### src/rtl/mem_dump_uart_tx.sv
// Streams words 0..n_eff-1 from a sync-read memory to uart_tx, 4 bytes per word, LSB first.
// Optional trailing mod-256 checksum byte when CHECKSUM_EN is defined.
module mem_dump_uart_tx #(
  parameter int MEM_SIZE = 512,
  parameter int ADDR_W   = 16
) (
  input  logic              clk,
  input  logic              rst_n,
  input  logic              start,
  input  logic [ADDR_W-1:0] n_words,
  output logic [ADDR_W-1:0] mem_addr,
  output logic              mem_rd_en,
  input  logic [31:0]       mem_rdata,
  output logic              tx_dv,
  output logic [7:0]        tx_byte,
  input  logic              tx_active,
  input  logic              tx_done,
  output logic              busy,
  output logic              done
);

  localparam logic [3:0] S_IDLE      = 4'd0;
  localparam logic [3:0] S_RD_REQ    = 4'd1;
  localparam logic [3:0] S_RD_WAIT   = 4'd2;
  localparam logic [3:0] S_LOAD      = 4'd3;
  localparam logic [3:0] S_SEND      = 4'd4;
  localparam logic [3:0] S_WAIT_DONE = 4'd5;
  localparam logic [3:0] S_NEXT      = 4'd6;
`ifdef CHECKSUM_EN
  localparam logic [3:0] S_CKSUM     = 4'd7;
  localparam logic [3:0] S_CK_WAIT   = 4'd8;
`endif
  localparam logic [3:0] S_FINISH    = 4'd9;

  logic [3:0]        state_q, state_d;
  logic [ADDR_W-1:0] addr_q, addr_d;
  logic [ADDR_W-1:0] n_eff_q, n_eff_d;
  logic [31:0]       word_q, word_d;
  logic [1:0]        byte_idx_q, byte_idx_d;
  logic              tx_dv_q, tx_dv_d;
  logic [7:0]        tx_byte_q, tx_byte_d;
  logic              busy_q, busy_d;
  logic              done_q, done_d;
  logic [ADDR_W-1:0] n_clamp;
  logic [7:0]        cur_byte;
`ifdef CHECKSUM_EN
  logic [7:0]        cksum_q, cksum_d;
`endif

  // A request of 0 or more words than exist means "the whole memory".
  assign n_clamp  = (n_words == '0 || n_words > ADDR_W'(MEM_SIZE)) ? ADDR_W'(MEM_SIZE) : n_words;
  assign cur_byte = word_q[{byte_idx_q, 3'b000} +: 8];

  always_comb begin
    state_d    = state_q;
    addr_d     = addr_q;
    n_eff_d    = n_eff_q;
    word_d     = word_q;
    byte_idx_d = byte_idx_q;
    tx_dv_d    = 1'b0;
    tx_byte_d  = tx_byte_q;
    busy_d     = busy_q;
    done_d     = done_q;
`ifdef CHECKSUM_EN
    cksum_d    = cksum_q;
`endif
    case (state_q)
      S_IDLE: begin
        if (start) begin
          n_eff_d = n_clamp;
          addr_d  = '0;
          done_d  = 1'b0;
          busy_d  = 1'b1;
`ifdef CHECKSUM_EN
          cksum_d = 8'd0;
`endif
          state_d = S_RD_REQ;
        end
      end
      S_RD_REQ:  state_d = S_RD_WAIT;
      S_RD_WAIT: state_d = S_LOAD;
      S_LOAD: begin
        word_d     = mem_rdata;
        byte_idx_d = 2'd0;
        state_d    = S_SEND;
      end
      S_SEND: begin
        if (!tx_active) begin
          tx_byte_d = cur_byte;
          tx_dv_d   = 1'b1;
`ifdef CHECKSUM_EN
          cksum_d   = cksum_q + cur_byte;
`endif
          state_d   = S_WAIT_DONE;
        end
      end
      S_WAIT_DONE: begin
        if (tx_done) begin
          if (byte_idx_q == 2'd3) begin
            state_d = S_NEXT;
          end else begin
            byte_idx_d = byte_idx_q + 2'd1;
            state_d    = S_SEND;
          end
        end
      end
      S_NEXT: begin
        if (addr_q == n_eff_q - ADDR_W'(1)) begin
`ifdef CHECKSUM_EN
          state_d = S_CKSUM;
`else
          state_d = S_FINISH;
`endif
        end else begin
          addr_d  = addr_q + ADDR_W'(1);
          state_d = S_RD_REQ;
        end
      end
`ifdef CHECKSUM_EN
      S_CKSUM: begin
        if (!tx_active) begin
          tx_byte_d = cksum_q;
          tx_dv_d   = 1'b1;
          state_d   = S_CK_WAIT;
        end
      end
      S_CK_WAIT: begin
        if (tx_done) state_d = S_FINISH;
      end
`endif
      S_FINISH: begin
        done_d  = 1'b1;
        busy_d  = 1'b0;
        state_d = S_IDLE;
      end
      default: state_d = S_IDLE;
    endcase
  end

  always_ff @(posedge clk or negedge rst_n) begin
    if (!rst_n) begin
      state_q    <= S_IDLE;
      addr_q     <= '0;
      n_eff_q    <= '0;
      word_q     <= '0;
      byte_idx_q <= 2'd0;
      tx_dv_q    <= 1'b0;
      tx_byte_q  <= 8'd0;
      busy_q     <= 1'b0;
      done_q     <= 1'b0;
`ifdef CHECKSUM_EN
      cksum_q    <= 8'd0;
`endif
    end else begin
      state_q    <= state_d;
      addr_q     <= addr_d;
      n_eff_q    <= n_eff_d;
      word_q     <= word_d;
      byte_idx_q <= byte_idx_d;
      tx_dv_q    <= tx_dv_d;
      tx_byte_q  <= tx_byte_d;
      busy_q     <= busy_d;
      done_q     <= done_d;
`ifdef CHECKSUM_EN
      cksum_q    <= cksum_d;
`endif
    end
  end

  assign mem_addr  = addr_q;
  assign mem_rd_en = (state_q == S_RD_REQ);
  assign tx_dv     = tx_dv_q;
  assign tx_byte   = tx_byte_q;
  assign busy      = busy_q;
  assign done      = done_q;

endmodule

### config.mk
export PLATFORM = sky130hd
export DESIGN_NAME = mem_dump_uart_tx
export DESIGN_NICKNAME = d
export VERILOG_FILES = /design/src/rtl/mem_dump_uart_tx.sv
export SDC_FILE = /design/constraint.sdc
export NUM_CORES = 1
export LEC_CHECK = 0
export CORE_MARGIN = 8
export CORE_UTILIZATION = 35
export CTS_CLUSTER_SIZE = 12
export DETAILED_ROUTE_END_ITERATION = 8
export SLEW_MARGIN = 10
export SYNTH_ARGS = -nofsm -noshare
export SYNTH_HDL_FRONTEND = slang
export SYNTH_SLANG_ARGS = --single-unit
export TNS_END_PERCENT = 30
### constraint.sdc
create_clock -name clk -period 5.2 [get_ports clk]
set_input_delay 1.04 -clock clk [delete_from_list [all_inputs] [get_ports clk]]
set_output_delay 1.04 -clock clk [all_outputs]
set_load 0.01 [all_outputs]
==> flow_summary.yaml <==
sta:
  setup_violations: 0
  relSlewSlack_pct: 30.23
  finalClockSkew_ps: 10.51
  final-max-slew-violation-count: 0
  rsz0062_at_grt: "false"
  worstMarginPinSlew_ps: 1047
  max_clock_freq_ghz: 0.2923
  post-route-period-util_pct: 65.80
  tns_ps: 0
  period_minus_slack_ps: 3422
  hold_viol: 0
synthesis:
  syn_nets: 427
  synth_largest_area_cell: "dfrtp_1"
  synth-edff-count: 0
  synth_seq_cells: 81
  synth_cell_types: 56
  synthTopCellsByArea: "dfrtp_1, mux2_2, mux4_2, xnor2_1, a21oi_1"
  ys.flop_type: "dfrtp_1"
  yosysMostFrequentCell: "dfrtp_1"
  avgSynthCellArea_um2: 11.46
  yosysWarnings: 0
  synth_area_um2: 4253
  synthCells: 371
  yosysSeqAreaShare_pct: 47.66
  yosys.area.top_type_share_pct: 47.66
  ys_top_cells_by_count: "dfrtp_1, mux2_2, nand2_1"
  synthArstFlopShare_pct: 100.0
floorplanning:
  coreArea_um2: 11960
  initial_core_util_pct: 35.55
  row_count: 40
  die_w_um: 126.2
  num_io_pins: 81
  die_area_um2: 15930
  dieHeight_um: 126.2
cells_and_area:
  drive_gt1_share_pct: 20.18
  syn_to_final_growth_pct: 26.98
  design_area_um2: 5400
  fin_nets: 497
  antenna_cells: 0
detailed_routing:
  via_per_inst: 5.336
  top_layer_used: "met4"
  avgRoutedWirePerCell_um: 16.90
  postRouteAntennaNets: 0
  drt_iter0_drc: 230
  m1WireLength_mm: 4.357
  drc: 0
  routed_wl_mm: 10.02
  dr.pass1.iters: 4
  num_vias: 3164
  wl_met3_um: 692
  dr_wl_met2_mm: 4.936
setup_path:
  critPathMaxFanout: 27
  r2r_cells: 8
  max_stage_delay_ps: 750
  worstPathRequired_ps: 5420
  path_cells: "or4_4 > or4_1 > o21ai_1 > nand4_1 > nor4_2 > and2_1 > nor2_2 > mux2_2"
  cp_slowest_cell: "and2_1"
  cp-end-kind: "flop"
  arrival_ps: 3640
  crit_type: "reg -> reg"
  startpoint_type: "flop"
clock_network:
  cts_setup_buffers: 0
  cts_root_buffer: "clkbuf_16"
  clk_latency_ps: 340
  ctsResizeCount: 0
  cts_buffers: 9
  ctsHtreeMaxLevel: 3
  path_clk_slew_ps: 70
  cts_sinks: 81
  clockBufferDepth: 2
  hold_buffers: 0
  cts_tree: "yes"
placement:
  hpwl_mm: 7.348
  placed_area_um2: 5082
  io_buffers: 80
  gp_congestion: 0.8192
global_route:
  grt_usage_pct: 12.91
  antenna_found_initial: 0
  grt_pass1_wl_mm: 16.81
  grt_pass1_vias: 3275
  overflow: 0
  grt_max_degree: 82
pwr:
  peakVddDrop_mv: 0.1900
  power_leakage_nw: 2.170
  powerDensity_nw_per_um2: 457.0
hold_path:
  hp-class: "reg -> reg"
  holdPathStages: 1
run_status:
  status: "finished clean"
flow_run:
  cap_violations: 0
==> registers in the layout, indices dropped and copies added, names as in the netlist <==
register and count:
word_q 32, mem_addr 16, n_eff_q 16, tx_byte 8, state_q 4, byte_idx_q 2
busy 1, done 1, tx_dv 1
==> final timing paths <==
check	startpoint	endpoint	slack, ps
worst min-delay path	word_q[30]	word_q[30]	500
min in group asynchronous	rst_n	mem_addr[12]	820
worst max register to register	n_eff_q[2]	mem_addr[0]	1780
max in group asynchronous	rst_n	mem_addr[1]	3630
worst max-delay path	n_eff_q[2]	mem_addr[0]	1780
worst min register to register	word_q[30]	word_q[30]	500
==> cell families (layout without fill, tap and decap cells) <==
logic type | after synthesis | after routing | synth area share (%)
mux | 51 | 51 | 15.56
buf+inv | 32 | 107 | 4.825
fa+ha+maj | 3 | 3 | 0.8827
xor+xnor | 23 | 23 | 4.737
compound gates | 58 | 58 | 9.091
simple gates | 123 | 123 | 17.24
flops | 81 | 81 | 47.66
==> layout make-up <==
class                      instances  area (um^2)
clock inverter                     7        92.59
sequential                        81         2027
fill                            1108         6561
tap                              147        183.9
timing repair buffer              83        820.8
inverter                           8        30.03
clock buffer                       9        225.2
multi-input combinational        258         2021
==> report_power, final <==
part           internal (W)  switching (W)  total [W]
sequential         0.000832       0.000184    0.00102
combinational      0.000484       0.000296   0.000781
clock              0.000387       0.000285   0.000672
total               0.00170       0.000765    0.00247
==> per-stage QoR <==
step                      total power (W)  setup slack, ps  hold slack, ps  utilization, %  instances
after global placement           0.001795             1904           486.6           42.49        577
after detailed placement         0.001820             1820           490.7           42.49        577
after CTS                        0.002503             1789           506.4           45.15        593
after global routing             0.002619             1576           520.9           45.15        593
final                            0.002468             1778           503.9           45.15        593
after floorplan                  0.001522             2333           474.9               -        371
==> routing by layer <==
layer / up-vias / global-route usage, %
li1: 1504 / -
met1: 1573 / 15.97
met2: 81 / 21.31
met3: 6 / 4.768
met4: 0 / 2.194
met5: - / 0
==> layout by cell type (no fill, tap or decap), drive strengths merged, types with 10 or more instances in the layout <==
| master | instances |
|---|---|
| a21oi | 17 |
| clkdlybuf4s50 | 79 |
| dfrtp | 81 |
| inv | 13 |
| mux2 | 41 |
| nand2 | 21 |
| nand3 | 14 |
| nor2 | 17 |
| nor3 | 10 |
| o21ai | 11 |
| or4 | 11 |
| xnor2 | 14 |
==> worst max-delay path, delay by kind of cell, from the launching register on <==
kind,cells,cell delay [ps]
compound gates,1,140
simple gates,6,2390
mux,1,280
flops,1,490
(Power assumes the default switching activity.)
